## src/rtl/fetch_unit_pkg.sv

```systemverilog
// fetch_unit_pkg: shared types and constants for the instruction-fetch slice.
//   addr_t / inst_t   : 32-bit address and instruction buses
//   RESET_PC_DEFAULT  : default PC loaded on reset
//   NOP_INST          : bubble instruction word (sll $0,$0,0)
//   state_t           : fetch FSM encoding (ST_RESET=0, ST_RUN=1)
package fetch_unit_pkg;

    typedef logic [31:0] addr_t;
    typedef logic [31:0] inst_t;

    localparam addr_t       RESET_PC_DEFAULT  = 32'h0000_0000;
    localparam inst_t       NOP_INST          = 32'h0000_0000;
    localparam int unsigned ROM_BYTES_DEFAULT = 512;

    typedef enum logic {
        ST_RESET = 1'b0,
        ST_RUN   = 1'b1
    } state_t;

endpackage

```

## src/rtl/fetch_unit_if.sv

```systemverilog
// fetch_unit_if: bundles the fetch stage's control inputs, the instruction
// ROM bus and the IF/ID outputs toward decode.
//   master : the fetch unit (drives ROM enable/address and IF/ID outputs)
//   slave  : the surrounding pipeline/ROM (drives stalls, branch, flush, rom_inst)
interface fetch_unit_if;
    import fetch_unit_pkg::*;

    // pipeline control
    logic  stall_if;
    logic  stall_id;
    logic  branch_flag;
    addr_t branch_target;
    logic  flush;
    addr_t flush_pc;

    // instruction ROM
    logic  rom_en;
    addr_t rom_addr;
    inst_t rom_inst;

    // IF/ID register toward decode
    addr_t id_pc;
    inst_t id_inst;
    logic  id_valid;
    logic  fetch_err;

    modport master (
        input  stall_if, stall_id, branch_flag, branch_target, flush, flush_pc,
        input  rom_inst,
        output rom_en, rom_addr,
        output id_pc, id_inst, id_valid, fetch_err
    );

    modport slave (
        output stall_if, stall_id, branch_flag, branch_target, flush, flush_pc,
        output rom_inst,
        input  rom_en, rom_addr,
        input  id_pc, id_inst, id_valid, fetch_err
    );

endinterface

```

## src/rtl/fetch_unit_if_id_reg.sv

```systemverilog
// if_id_reg: IF/ID pipeline register with bubble / hold / latch control.
//   clk, rst   : clock, synchronous active-high reset
//   run        : fetch FSM is in ST_RUN
//   flush      : exception/eret flush (forces a bubble)
//   stall_if   : fetch stalled (bubble unless decode also stalled)
//   stall_id   : decode stalled (hold contents)
//   pc, inst   : address and ROM word fetched this cycle
//   err        : this cycle's fetch address is misaligned or out of range
//   id_*       : registered outputs toward decode
module if_id_reg import fetch_unit_pkg::*; #(
    parameter inst_t NOP_INST = fetch_unit_pkg::NOP_INST
) (
    input  logic  clk,
    input  logic  rst,
    input  logic  run,
    input  logic  flush,
    input  logic  stall_if,
    input  logic  stall_id,
    input  addr_t pc,
    input  inst_t inst,
    input  logic  err,
    output addr_t id_pc,
    output inst_t id_inst,
    output logic  id_valid,
    output logic  fetch_err
);

    // A bubble keeps id_pc so decode still knows where the slot sits; only
    // reset clears it. An erroring fetch is kept valid but carries a NOP so
    // decode raises AdEL without executing whatever the ROM returned.
    always_ff @(posedge clk) begin
        if (rst) begin
            id_pc     <= '0;
            id_inst   <= NOP_INST;
            id_valid  <= 1'b0;
            fetch_err <= 1'b0;
        end else if (!run || flush || (stall_if && !stall_id)) begin
            id_inst   <= NOP_INST;
            id_valid  <= 1'b0;
            fetch_err <= 1'b0;
        end else if (!stall_id) begin
            id_pc     <= pc;
            id_inst   <= err ? NOP_INST : inst;
            id_valid  <= 1'b1;
            fetch_err <= err;
        end
    end

endmodule

```

## src/rtl/fetch_unit.sv

```systemverilog
// fetch_unit: MIPS instruction-fetch stage. Owns the PC, drives the ROM,
// and captures the zero-latency ROM word into the IF/ID register.
//   clk, rst : clock, synchronous active-high reset
//   bus      : fetch_unit_if.master -- stall/branch/flush inputs, ROM bus
//              (rom_en, rom_addr, rom_inst) and IF/ID outputs
//              (id_pc, id_inst, id_valid, fetch_err)
// Parameters: RESET_PC, ROM_BYTES (fetches at/above are errors), NOP_INST.
module fetch_unit import fetch_unit_pkg::*; #(
    parameter addr_t       RESET_PC  = RESET_PC_DEFAULT,
    parameter int unsigned ROM_BYTES = ROM_BYTES_DEFAULT,
    parameter inst_t       NOP_INST  = fetch_unit_pkg::NOP_INST
) (
    input  logic         clk,
    input  logic         rst,
    fetch_unit_if.master bus
);

    localparam addr_t ROM_LIMIT = addr_t'(ROM_BYTES);

    function automatic logic addr_err(input addr_t a);
        return (a[1:0] != 2'b00) || (a >= ROM_LIMIT);
    endfunction

    state_t state_q;
    state_t state_d;
    logic   run;
    addr_t  pc_p0;
    logic   err_now;

    // FSM state register
    always_ff @(posedge clk) begin
        if (rst) state_q <= ST_RESET;
        else     state_q <= state_d;
    end

    // FSM next state: leave reset one edge after rst drops, then stay running
    always_comb begin
        state_d = state_q;
        case (state_q)
            ST_RESET: state_d = ST_RUN;
            ST_RUN:   state_d = ST_RUN;
            default:  state_d = ST_RESET;
        endcase
    end

    // FSM outputs
    always_comb begin
        run        = (state_q == ST_RUN);
        bus.rom_en = run;
    end

    // PC: flush beats stall beats branch beats sequential. A branch seen
    // while stalled is dropped; ID keeps branch_flag up until the stall ends.
    always_ff @(posedge clk) begin
        if (rst) begin
            pc_p0 <= RESET_PC;
        end else if (run) begin
            if (bus.flush)            pc_p0 <= bus.flush_pc;
            else if (bus.stall_if)    pc_p0 <= pc_p0;
            else if (bus.branch_flag) pc_p0 <= bus.branch_target;
            else                      pc_p0 <= pc_p0 + 32'd4;
        end
    end

    assign bus.rom_addr = pc_p0;
    assign err_now      = addr_err(pc_p0);

    // IF -> ID stage boundary
    if_id_reg #(
        .NOP_INST (NOP_INST)
    ) u_if_id_reg (
        .clk       (clk),
        .rst       (rst),
        .run       (run),
        .flush     (bus.flush),
        .stall_if  (bus.stall_if),
        .stall_id  (bus.stall_id),
        .pc        (pc_p0),
        .inst      (bus.rom_inst),
        .err       (err_now),
        .id_pc     (bus.id_pc),
        .id_inst   (bus.id_inst),
        .id_valid  (bus.id_valid),
        .fetch_err (bus.fetch_err)
    );

endmodule

```

## src/flat_wrapper.sv

```systemverilog
// flat-port wrapper written by rule: the top's interface ports become plain ports
module fetch_unit_flat import fetch_unit_pkg::*;
#(
    parameter addr_t       RESET_PC  = RESET_PC_DEFAULT,
    parameter int unsigned ROM_BYTES = ROM_BYTES_DEFAULT,
    parameter inst_t       NOP_INST  = fetch_unit_pkg::NOP_INST
)
  (clk, rst, bus_stall_if, bus_stall_id, bus_branch_flag, bus_branch_target, bus_flush, bus_flush_pc, bus_rom_inst, bus_rom_en, bus_rom_addr, bus_id_pc, bus_id_inst, bus_id_valid, bus_fetch_err);
  fetch_unit_if bus_i ();
  input  logic clk;
  input  logic rst;
  input wire logic [$bits(bus_i.stall_if)-1:0] bus_stall_if;
  input wire logic [$bits(bus_i.stall_id)-1:0] bus_stall_id;
  input wire logic [$bits(bus_i.branch_flag)-1:0] bus_branch_flag;
  input wire logic [$bits(bus_i.branch_target)-1:0] bus_branch_target;
  input wire logic [$bits(bus_i.flush)-1:0] bus_flush;
  input wire logic [$bits(bus_i.flush_pc)-1:0] bus_flush_pc;
  input wire logic [$bits(bus_i.rom_inst)-1:0] bus_rom_inst;
  output wire logic [$bits(bus_i.rom_en)-1:0] bus_rom_en;
  output wire logic [$bits(bus_i.rom_addr)-1:0] bus_rom_addr;
  output wire logic [$bits(bus_i.id_pc)-1:0] bus_id_pc;
  output wire logic [$bits(bus_i.id_inst)-1:0] bus_id_inst;
  output wire logic [$bits(bus_i.id_valid)-1:0] bus_id_valid;
  output wire logic [$bits(bus_i.fetch_err)-1:0] bus_fetch_err;
  assign bus_i.stall_if = bus_stall_if;
  assign bus_i.stall_id = bus_stall_id;
  assign bus_i.branch_flag = bus_branch_flag;
  assign bus_i.branch_target = bus_branch_target;
  assign bus_i.flush = bus_flush;
  assign bus_i.flush_pc = bus_flush_pc;
  assign bus_i.rom_inst = bus_rom_inst;
  assign bus_rom_en = bus_i.rom_en;
  assign bus_rom_addr = bus_i.rom_addr;
  assign bus_id_pc = bus_i.id_pc;
  assign bus_id_inst = bus_i.id_inst;
  assign bus_id_valid = bus_i.id_valid;
  assign bus_fetch_err = bus_i.fetch_err;
  fetch_unit #(.RESET_PC(RESET_PC), .ROM_BYTES(ROM_BYTES), .NOP_INST(NOP_INST)) u_core (.clk(clk), .rst(rst), .bus(bus_i));
endmodule
```

## config.mk

```make
export PLATFORM = sky130hd
export DESIGN_NAME = fetch_unit_flat
export DESIGN_NICKNAME = d
export VERILOG_FILES = /design/src/rtl/fetch_unit_pkg.sv /design/src/rtl/fetch_unit_if.sv /design/src/rtl/fetch_unit_if_id_reg.sv /design/src/rtl/fetch_unit.sv /design/src/flat_wrapper.sv
export SDC_FILE = /design/constraint.sdc
export NUM_CORES = 1
export LEC_CHECK = 0
export CORE_AREA = 2 2 88 90
export DETAILED_ROUTE_END_ITERATION = 8
export DIE_AREA = 0 0 90 92
export DONT_BUFFER_PORTS = 1
export PLACE_DENSITY = 0.76
export SYNTH_ARGS = -nofsm -noshare
export SYNTH_HDL_FRONTEND = slang
export SYNTH_SLANG_ARGS = --single-unit
```

## constraint.sdc

```tcl
create_clock -name clk -period 2.86 [get_ports clk]
set_input_delay 0.429 -clock clk [delete_from_list [all_inputs] [get_ports clk]]
set_output_delay 0.429 -clock clk [all_outputs]
set_load 0.05 [all_outputs]
```

Word level (Yosys, flattened, before mapping)
Index checks and enable logic that the tools add are counted. W data, S select, Z words.

Register bits: 99.

Add/sub/neg operators: 1. $lt $le $gt $ge: 1. Equal/unequal tests: 1. Muxes and demuxes: 5. Bitwise logic cells: 2. Reduce and logical (&&, ||, !) cells: 10.

Operator list (count): $mux W32 (4); $add A32 B3 Y32 const B (1); $ge A32 B10 Y1 const B (1); $reduce_and A2 Y1 (2); $logic_or A1 B1 Y1 (3); $logic_not A1 Y1 (2); $ne A2 B1 Y1 const B (1); $not A1 Y1 (2); $reduce_bool A2 Y1 (1); $reduce_or A2 Y1 (1); $logic_and A1 B1 Y1 (1); $mux W1 (1).

Depth between registers and ports, before layout
Gate-level depths: netlist of the first run.

Depth in word-level cells: 5. Depth in mapped cells: 7.

Hierarchy
Synthesis of the first run repeated with hierarchy kept, for this count alone.

Cell total of the unflattened synthesis: 617. Area total of the unflattened synthesis: 5477.8 µm².

By module, submodules not included: if_id_reg (instances 1, cells each 293, area an instance 3004.1 µm², sequential area each 1321.3 µm²); fetch_unit (instances 1, cells each 324, area an instance 2473.6 µm², sequential area each 660.6 µm²).

Worst setup path before layout of the first run
OpenSTA, ideal clock, no wires.

Path kind: register -> register. From: register u_core.pc_p0[2], in the netlist u_core.bus.rom_addr[2]. To: register u_core.pc_p0[30], in the netlist u_core.bus.rom_addr[30]. Library setup time: 0.125 ns. Arrival time: 2.128 ns. Slack: 0.608 ns. Cell stages (with the launch flop): 7. Path buffers: 0. Clock period less this slack: 2.252 ns. Path through: dfxtp_1 ha_1 and4_1 nand4_1 or3_4 mux2i_1 o22ai_1.

Cells in the longest elaborated chain, start to end: 4.

RTL lines: start, declared (line fetch_unit.sv:27) `addr_t pc_p0;`; start signal, assigned (line fetch_unit.sv:58) `if (bus.flush) pc_p0 <= bus.flush_pc;`; start signal, assigned (line fetch_unit.sv:59) `else if (bus.stall_if) pc_p0 <= pc_p0;`; start signal, assigned (line fetch_unit.sv:60) `else if (bus.branch_flag) pc_p0 <= bus.branch_target;`; $add A32 B3 Y32 (line fetch_unit.sv:61) `else pc_p0 <= pc_p0 + 32'd4;`; $mux W32 (line fetch_unit.sv:60); $mux W32 (line fetch_unit.sv:59); $mux W32 (line fetch_unit.sv:58).

No other way between the ends. The select of a mux whose other input is x is not followed. A chain may end at the register's enable or synchronous reset.

Worst setup path after layout of the first run
From: register u_core.pc_p0[22], in the netlist u_core.bus.rom_addr[22]. To: register u_core.pc_p0[29], in the netlist u_core.bus.rom_addr[29].

The elaborated chain is that of the path after synthesis.

==> results.ini, run 1 <==
[outcome]
status = finished, final reports clean

[min_path]
hold_depth = 1
hp-class = in -> reg
hold_start = rst
hold_end = u_core.u_if_id_reg.id_pc[1]$_SDFFE_PP0P_

[sta]
worstMarginPinSlew_ns = 1.17
maxSlewHeadroom_pct = 21.8
hold_viol = 0
drv_slew = 0
period_share_pct = 76.2
tns_ns = 0
min_period_ns = 2.18
grt_setup_unrepaired = false
finClkSkew_ns = 0.0113
max_freq_mhz = 459
finalSetupViolCount = 0

[floorplan]
die_area_um2 = 8280
fp.dieH_um = 92
die_x_um = 90
coreArea_um2 = 7450
rows = 32
io_pins = 201
initial_utilization_pct = 61.9

[placement]
placed_area_um2 = 4780
hpwlAfterDp_mm = 9.70
gp_congestion = 1.01
dp.cells = 658
io_buffers = 0

[synthesis]
yosysMostFrequentCell = dfxtp_1
synthAdderAreaFrac_pct = 0.543
ys.flop_type = dfxtp_1
yosysTopAreaCellShare_pct = 43.0
synth_edf_count = 0
ys_seq_elements = 99
synth.net_count = 673
synthMuxAreaShare_pct = 1.09
synth_xor_area_share_pct = 0
ys_seq_area_share_pct = 43.0
syn_inst = 569
synth_top_area_cell = dfxtp_1
synth_commonest_cells = dfxtp_1 (99), nand2_1 (97), a21oi_1 (55)
yosys_warnings = 0
synthDistinctLibCells = 61
async_flop_share_pct = 0
synth_compound_area_share_pct = 28.0
syn-cell-area_um2 = 4610
synth-simple-area-share_pct = 21.7
synth_area_leaders = dfxtp_1 (43%), nand2_1 (7.9%), a22oi_1 (7.5%)
synth_top_family_by_area = compound AO/OA/AOI/OAI gates
avgSynthCellArea_um2 = 8.10

[global_routing]
gr-total-overflow = 0
grt_pass1_vias = 4297
track_usage_pct = 32.1
grt_pass1_wl_mm = 21.6
grt_max_degree = 62
antenna_found_initial = 0

[final_layout]
drive_gt1_share_pct = 11.7
stdcell_count = 675
post-route-util_pct = 67.0
nets = 672
n_antenna_cell = 0
synthToLayoutAreaGrowth_pct = 8.23
postLayoutCellArea_um2 = 4990

[critical_path]
r2r_end = u_core.bus.rom_addr[29]$_SDFFE_PP0P_
crit_arrival_ns = 2.46
critPathMaxFanout = 7
cp.required_ns = 3.14
path_class = reg -> reg
r2r_start = u_core.bus.rom_addr[22]$_SDFFE_PP0P_
regToRegSetupSlack_ns = 0.68
cp-end-kind = flop
rr_worst_depth = 5
crit_path_start_kind = flop

[pwr]
power.switching_mw = 0.869
irDropWorstVdd_uv = 347
switching_share_pct = 31.8
p_per_area_nw_per_um2 = 549
power_frac_clock_pct = 32.2
p_total_mw = 2.74
leakagePower_nw = 1.65
power_frac_comb_pct = 12.7
power.internal_mw = 1.87
seq_power_share_pct = 55.1

[route]
drt-total-wl_mm = 13.7
via_count = 4557
postRouteAntennaNets = 0
dr.pass1.iters = 5
drt_iter0_markers = 301
wl_per_cell_um = 20.4
drc = 0
via_per_inst = 6.75

[clock_tree]
cts_buffer_depth = 2
h-tree-depth = 3
clk_latency_ns = 0.38
cts-buffers-inserted = 9
postCtsSetupBuffers = 0
cts_root_buffer = clkbuf_8
post_cts_resized = 0
clk_pin_slew_worst_paths_ns = 0.11
cts_tree = done
cts_hold_buf = 0
cts.sinks = 99

[run]
cap_violations = 0

## sequential cells by signal, summed over array words and instances (netlist names)
register                      flops
u_core.bus.rom_addr              32
u_core.bus.rom_en                 1
u_core.u_if_id_reg.fetch_err      1
u_core.u_if_id_reg.id_inst       32
u_core.u_if_id_reg.id_pc         32
u_core.u_if_id_reg.id_valid       1
## layer usage
layer | track usage, % | wire (µm) | vias to the layer above
li1 | - | - | 2098
met2 | 53.6 | 6650 | 262
met4 | 12.4 | 328 | 0
met3 | 9.70 | 1340 | 31
met5 | 0 | 0 | -
met1 | 39.2 | 5430 | 2166
## placed cells by master, fill, tap and decap left out, types with 3 or more instances in the layout
cell,count
a211oi_1,4
o31ai_1,3
nor3_1,4
nand2_1,97
o22ai_1,6
inv_1,7
a22o_1,3
a221o_1,3
a22oi_1,46
o311ai_0,4
a222oi_1,4
nand4_1,8
a21oi_1,55
inv_6,3
buf_4,34
dfxtp_1,99
o211ai_1,4
and4_1,7
nand3_1,14
a31oi_1,4
nor2_1,51
a311oi_1,3
clkbuf_8,9
nor4_1,10
o21a_1,3
o21ai_0,30
mux2i_1,5
## worst max-delay path: stages (launching register included)
cell and delay [ns]:
dfxtp_1 0.77, and4_1 0.40, nand2_1 0.16, nor4_2 0.33, a21oi_1 0.12, o32a_1 0.31
## cells by family after synthesis
group                    Yosys count
AND/OR/NAND/NOR                  213
AO/OA/AOI/OAI                    194
flip-flops                        99
buffers and inverters             56
multiplexers                       5
adder cells (fa/ha/maj)            2
## power by group through the flow
stage          clock network [mW]  registers (mW)  logic [mW]
3_3_place_gp                    0            1.54       0.334
6_report                    0.882            1.51       0.347
4_1_cts                     0.887            1.51       0.341
2_1_floorplan                   0            1.61       0.199
3_5_place_dp                    0            1.54       0.340
5_1_grt                     0.931            1.51       0.374
## area by class of cell
class	instances	area, µm²
inverters	9	33.8
clock inverters	7	67.6
well taps	102	128
flip-flops and latches	99	1980
repair buffers	35	270
fillers	679	2460
clock buffers	9	124
multi-input cells	414	2380
## how the worst max path moves through the flow
stage	start	to	slack (ns)
floorplan	u_core.bus.rom_addr[2]$_SDFFE_PP0P_	u_core.bus.rom_addr[30]$_SDFFE_PP0P_	0.61
global placement	u_core.bus.rom_addr[22]$_SDFFE_PP0P_	u_core.bus.rom_addr[29]$_SDFFE_PP0P_	0.79
detailed placement	u_core.bus.rom_addr[22]$_SDFFE_PP0P_	u_core.bus.rom_addr[29]$_SDFFE_PP0P_	0.75
CTS	u_core.bus.rom_addr[22]$_SDFFE_PP0P_	u_core.bus.rom_addr[29]$_SDFFE_PP0P_	0.74
global route	u_core.bus.rom_addr[22]$_SDFFE_PP0P_	u_core.bus.rom_addr[29]$_SDFFE_PP0P_	0.57
finish	u_core.bus.rom_addr[22]$_SDFFE_PP0P_	u_core.bus.rom_addr[29]$_SDFFE_PP0P_	0.68
## through the flow
| step | setup slack, ns | hold WS [ns] |
|---|---|---|
| 2_1_floorplan | 0.608 | 0.573 |
| 3_3_place_gp | 0.787 | 0.454 |
| 3_5_place_dp | 0.747 | 0.465 |
| 4_1_cts | 0.744 | 0.103 |
| 5_1_grt | 0.574 | 0.0967 |
| 6_report | 0.682 | 0.116 |
(Power assumes the default switching activity.)
==> run 2: changes to the inputs <==
--- a/config.mk
+++ b/config.mk
@@ -5,11 +5,11 @@
 export SDC_FILE = /design/constraint.sdc
 export NUM_CORES = 1
 export LEC_CHECK = 0
-export CORE_AREA = 2 2 88 90
+export CORE_AREA = 2 2 93 95
 export DETAILED_ROUTE_END_ITERATION = 8
-export DIE_AREA = 0 0 90 92
+export DIE_AREA = 0 0 95 97
 export DONT_BUFFER_PORTS = 1
-export PLACE_DENSITY = 0.76
+export PLACE_DENSITY = 0.72
 export SYNTH_ARGS = -nofsm -noshare
 export SYNTH_HDL_FRONTEND = slang
 export SYNTH_SLANG_ARGS = --single-unit
==> constraint.sdc (replaced) <==
create_clock -name clk -period 2 [get_ports clk]
set_input_delay 0.3 -clock clk [delete_from_list [all_inputs] [get_ports clk]]
set_output_delay 0.3 -clock clk [all_outputs]
set_load 0.05 [all_outputs]
==> run 2 against run 1 <==
- first-iteration DRC count is 15% higher
- final area grew 4.2%
- sequential power grew 39%
- clock skew down 0.0014 ns
- critical endpoint unchanged
==> results.ini, run 2 (synthesized netlist as in run 1, its figures left out) <==
[global_routing]
gr-total-overflow = 0  ; unchanged
gr-usage-met1_pct = 41.0  ; +1.9 points
grt_pass1_vias = 4323  ; +0.61%
antenna_found_initial = 0  ; unchanged
use_met3_pct = 5.76  ; -3.9 points
grt_pass1_wl_mm = 22.7  ; +5.2%
top_usage_layer = met2
track_usage_pct = 31.4  ; -0.78 points
grt_max_degree = 45  ; -27%
use_met2_pct = 52.2  ; -1.4 points

[clock_tree]
cts-buffers-inserted = 9  ; unchanged
cts.sinks = 99  ; unchanged
h-tree-depth = 3  ; unchanged
cts_root_buffer = clkbuf_8
cts_buffer_depth = 2  ; unchanged
clk_pin_slew_worst_paths_ns = 0.11  ; about the same
cts_tree = done
clk_latency_ns = 0.37  ; about the same

[pwr]
p_per_area_nw_per_um2 = 771  ; +40%
power_frac_clock_pct = 32.3  ; about the same
p_total_mw = 4.01  ; +46%
leakagePower_nw = 1.76  ; +6.6%
irDropWorstVdd_uv = 396  ; +14%
power_frac_comb_pct = 15.2  ; +2.5 points
switching_share_pct = 31.7  ; -0.032 points
seq_power_share_pct = 52.4  ; -2.7 points
power.internal_mw = 2.74  ; +47%
power.switching_mw = 1.27  ; +46%

[placement]
hpwlAfterDp_mm = 10.4  ; +7.3%
placed_area_um2 = 4960  ; +3.8%
gp_congestion = 0.934  ; -7.4%
io_buffers = 0  ; unchanged

[final_layout]
final_common_cell = nand2_1
seq_area_um2 = 2020  ; +1.8%
nets = 690  ; +2.7%
post-route-util_pct = 63.9  ; -3.1 points
layout_common_cells = nand2_1 (97), dfxtp_1 (77), a21oi_1 (55), nor2_1 (51), buf_4 (49)
drive_gt1_share_pct = 18.1  ; +6.4 points
n_antenna_cell = 0  ; unchanged
synthToLayoutAreaGrowth_pct = 12.8
multi_input_area_um2 = 2390  ; +0.26%
postLayoutCellArea_um2 = 5200  ; +4.2%
fill_cells = 754  ; +11%

[sta]
grt_setup_unrepaired = false
whs_ns = 0.0143  ; -0.102 ns
finalSetupViolCount = 0  ; unchanged
maxSlewHeadroom_pct = 18.0  ; -3.8 points
worstMarginPinSlew_ns = 1.23  ; +0.0564 ns
tns_ns = 0  ; unchanged
max_freq_mhz = 524  ; +14%
drv_slew = 0  ; unchanged
finClkSkew_ns = 0.00992  ; -0.00139 ns
hold_viol = 0  ; unchanged
period_share_pct = 95.4  ; +19 points
min_period_ns = 1.91  ; -0.270 ns

[critical_path]
path_class = reg -> reg
cp-end-kind = flop
crit_arrival_ns = 2.18  ; -0.28 ns
cp.required_ns = 2.27  ; -0.87 ns
crit_path_start_kind = flop
slowest_delay_ns = 0.50  ; -0.27 ns
crit_chain = nand4_2 -> or3_1 -> nor4_2 -> a21oi_1 -> o32a_1
crit_slowest_cell = or3_1
critPathMaxFanout = 7  ; unchanged

[floorplan]
initial_utilization_pct = 56.7  ; -5.2 points
coreArea_um2 = 8130  ; +9.2%
die_area_um2 = 9220  ; +11%
die_x_um = 95  ; +5.6%
fp.dieH_um = 97  ; +5.4%
rows = 33  ; +3.1%
io_pins = 201  ; unchanged

[outcome]
status = finished, final reports clean

[min_path]
hp-class = in -> reg

[route]
drt_iter0_markers = 345  ; +15%
dr.pass1.iters = 6  ; +1
via_per_inst = 6.50  ; -3.8%
postRouteAntennaNets = 0  ; unchanged
via_count = 4521  ; -0.79%
wl_per_cell_um = 21.0  ; +3.1%
drc = 0  ; unchanged
drt-total-wl_mm = 14.6  ; +6.4%

[run]
cap_violations = 0  ; unchanged

[run 2: changes by cell type in the layout (fill, tap and decap cells not counted), sizes merged]
cell / change
buf: +17
clkbuf: +1
clkinv: -3
dlygate4sd3: +1
inv: +2
[run 2: path summary, 6_finish.rpt]
| kind | from | to | slack, ns | cells after the start |
|---|---|---|---|---|
| setup reg to reg | u_core.bus.rom_addr[12]$_SDFFE_PP0P_ | u_core.bus.rom_addr[29]$_SDFFE_PP0P_ | 0.09 | 5 |
| setup / recovery | u_core.bus.rom_addr[12]$_SDFFE_PP0P_ | u_core.bus.rom_addr[29]$_SDFFE_PP0P_ | 0.09 | 5 |
| hold / removal | bus_stall_id | u_core.u_if_id_reg.id_valid$_SDFFE_PP0N_ | 0.01 | 1 |
| hold reg to reg | u_core.bus.rom_addr[15]$_SDFFE_PP0P_ | u_core.u_if_id_reg.id_pc[15]$_SDFFE_PP0P_ | 0.52 | 2 |
[run 2: per-layer routing]
layer	vias up	routed length [µm]
met4	0	281
met1	2114	5840
met2	246	7120
li1	2136	-
met3	25	1380
met5	-	0
[run 2: worst max-delay path, delay by kind of cell (launching register included)]
kind | cells | cell delay, ns
and+or+nand+nor | 3 | 1.01
AOI/OAI and AO/OA | 2 | 0.41
DFF | 1 | 0.39
[run 2: final cells by class]
type | count | area share [%]
Multi-Input combinational cell | 414 | 45.9
Sequential cell | 99 | 38.8
Timing Repair Buffer | 53 | 8.42
Inverter | 9 | 0.650
Clock inverter | 6 | 1.01
Clock buffer | 10 | 2.65
Tap cell | 105 | 2.53
[run 2: through the flow]
step / worst slack (ns) / std cells
2_1_floorplan: 0.00919 / 569
3_3_place_gp: 0.0991 / 677
3_5_place_dp: 0.0543 / 677
4_1_cts: 0.0393 / 695
5_1_grt: 0.00994 / 696
6_report: 0.0920 / 696
[run 2: repair_timing]
item,4_1_cts,5_1_grt
hold buffers,2,0
gates resized for setup,0,1
endpoints found under the hold margin,44,0
setup endpoints to repair,0,39
setup buffers,0,1
[run 2: power groups by stage]
stage               clock network, mW  registers (mW)  logic (mW)
floorplan                           0            2.30       0.284
global placement                    0            2.14       0.574
detailed placement                  0            2.15       0.581
CTS                              1.30            2.10       0.604
global route                     1.38            2.11       0.652
finish                           1.29            2.10       0.611
==> patch, RTL diff (settings of run 1) <==
Reset style: asynchronous (`rst`), changed in 3 clocked blocks. Comments in the files are not updated.
--- a/src/rtl/fetch_unit_if_id_reg.sv
+++ b/src/rtl/fetch_unit_if_id_reg.sv
@@ -29,5 +29,5 @@
     // reset clears it. An erroring fetch is kept valid but carries a NOP so
     // decode raises AdEL without executing whatever the ROM returned.
-    always_ff @(posedge clk) begin
+    always_ff @(posedge clk or posedge rst) begin
         if (rst) begin
             id_pc     <= '0;
--- a/src/rtl/fetch_unit.sv
+++ b/src/rtl/fetch_unit.sv
@@ -29,5 +29,5 @@
 
     // FSM state register
-    always_ff @(posedge clk) begin
+    always_ff @(posedge clk or posedge rst) begin
         if (rst) state_q <= ST_RESET;
         else     state_q <= state_d;
@@ -52,5 +52,5 @@
     // PC: flush beats stall beats branch beats sequential. A branch seen
     // while stalled is dropped; ID keeps branch_flag up until the stall ends.
-    always_ff @(posedge clk) begin
+    always_ff @(posedge clk or posedge rst) begin
         if (rst) begin
             pc_p0 <= RESET_PC;
Function: differs if rst is asserted again (counterexample within 4 cycles, from zero or initial values and one cycle with rst high); with rst held inactive, the same outputs for 10 cycles.
==> patch against run 1 <==
- worst setup slack got worse by 0.15 ns
- critical endpoint is now u_core.bus.rom_addr[22]
- routed wire length decreased by 6.4%
- design area increased by 5.6%
- fmax decreased by 6.5%
- area after synthesis increased by 3.8%
- critical path type unchanged
- sequential cell count unchanged
Power is not compared: it rests on default switching activity, and its combinational part moved more than twofold at a synthesized area within 25%.
==> patch: results (changes against run 1) <==
** Run status
- Status :: complete, no violations (unchanged)

** STA
- Slew at the pin with the worst max-slew slack :: 0.898 ns (was 1.17 ns)
- The shortest period the worst path allows came to 2.33 ns (was 2.18 ns).

** Setup path
- Critical-path top delay cell :: sky130_fd_sc_hd__or4_1 (was sky130_fd_sc_hd__dfxtp_1)
- Worst-case reg-to-reg path depth :: 6 (was 5)
- Peak fanout along the critical path :: 8 (was 7)
- Critical Path AT :: 2.62 ns (was 2.46 ns)
- The largest stage delay on the critical path came to 0.70 ns (was 0.77 ns).

** Global route
- Pin count of the biggest net entering global routing :: 42 (was 62)
- The first-pass GRT wire length came to 20.3 mm (was 21.6 mm).
- The via count of the first global-routing pass came to 3875 (was 4297).

** Final layout
- The filler cell count in the final layout came to 561 (was 679).
- The fraction of layout cells with a size suffix above 1 is 21.9% (was 11.7%).
- Filler-free cell count of the finished design :: 563 (was 675)

** Logic synthesis
- The number of distinct library cell variants in the gate-level netlist after synthesis came to 53 (was 61).
- Synthesized-area fraction occupied by xor and xnor cells :: 0.183% (was 0%)
- Share of flip-flops with an asynchronous set or reset after synthesis :: 100% (was 0%)
- The compound-cell area share of the yosys netlist came to 23.7% (was 28.0%).
- Post-synthesis adder-cell area fraction :: 0.523% (was 0.543%)
- Largest cells by area after synthesis :: sky130_fd_sc_hd__dfrtp_1 (52%), sky130_fd_sc_hd__mux2_2 (7.5%), sky130_fd_sc_hd__a22o_1 (7.1%) (was sky130_fd_sc_hd__dfxtp_1 (43%), sky130_fd_sc_hd__nand2_1 (7.9%), sky130_fd_sc_hd__a22oi_1 (7.5%))

** Clock network
- Skew-Pair Late Insertion Delay :: 0.36 ns (was 0.38 ns)

** Place
- Final GP Congestion :: 0.879 (was 1.01)

** Routing
- The detailed-route wire length per cell is 22.9 µm (was 20.4 µm).
- The number of DRC violations after detailed-routing iteration 0 was 292 (was 301).
- Number of vias per cell :: 7.02 (was 6.75)

** Worst hold path
- The type of the most critical hold path was input pin to async pin (was input pin to flop).
patch: cell types whose count changed after synthesis, moves of 6 or more:
cell | run 1 | this run
sky130_fd_sc_hd__and4_1 | 7 | 1
sky130_fd_sc_hd__a21oi_1 | 55 | 12
sky130_fd_sc_hd__mux2_2 | 0 | 32
sky130_fd_sc_hd__dfrtp_1 | 0 | 99
sky130_fd_sc_hd__o21ai_0 | 31 | 52
sky130_fd_sc_hd__a22o_1 | 3 | 39
sky130_fd_sc_hd__dfxtp_1 | 99 | 0
sky130_fd_sc_hd__and3_1 | 2 | 8
sky130_fd_sc_hd__a22oi_1 | 46 | 10
sky130_fd_sc_hd__nor2_1 | 52 | 22
sky130_fd_sc_hd__nand2_1 | 97 | 15
patch: per-stage QoR:
stage / utilization [%] / hold WS [ns] / setup slack (ns) / cell area [µm²]
after floorplan: - / 0.562 / 0.537 / 4790
after global placement: 68.1 / 0.512 / 0.708 / 5070
after detailed placement: 68.1 / 0.520 / 0.644 / 5070
after CTS: 70.7 / 0.126 / 0.589 / 5270
after global routing: 70.7 / 0.158 / 0.472 / 5270
final: 70.7 / 0.0907 / 0.531 / 5270
patch: worst paths after layout:
kind,slack (ns),startpoint,endpoint
setup / recovery,0.53,u_core.bus.rom_addr[4],u_core.bus.rom_addr[22]
hold / removal,0.09,rst,u_core.u_if_id_reg.id_pc[7]
setup reg to reg,0.53,u_core.bus.rom_addr[4],u_core.bus.rom_addr[22]
hold reg to reg,0.65,u_core.bus.rom_addr[10],u_core.bus.rom_addr[10]
max in group asynchronous,1.90,rst,u_core.u_if_id_reg.id_inst[20]
min in group clk,0.19,bus_rom_inst[16],u_core.u_if_id_reg.id_inst[16]
patch: worst max-delay path: cells and delay by family, from the launching register on:
family | cells | cell delay [ns]
and+or+nand+nor | 3 | 1.41
DFF | 1 | 0.35
AOI/OAI and AO/OA | 2 | 0.25
buffers and inverters | 1 | 0.23
patch: where the power goes:
part,leakage [nW],internal (mW),switching [mW]
combinational,0.909,0.277,0.501
sequential,1.28,1.59,0.720
clock,0.0966,0.407,0.486
total,2.29,2.28,1.71
patch: layout make-up:
type                    instances  area [µm²]  share of cell area [%]
well taps                     102         128                    2.42
clock inverters                 6        65.1                    1.24
clock buffers                  10         128                    2.42
inverters                       9        37.5                   0.713
repair buffers                 37         278                    5.27
multi-input cells             300        2150                    40.9
flip-flops and latches         99        2480                    47.0
patch: layer usage:
| metal | up-vias | GRT usage [%] | part of all wire (%) |
|---|---|---|---|
| met5 | - | 0 | 0 |
| met4 | 0 | 13.2 | 2.9 |
| met3 | 32 | 11.2 | 10 |
| met2 | 242 | 50.6 | 49 |
| met1 | 1953 | 38.1 | 38 |
| li1 | 1724 | - | - |
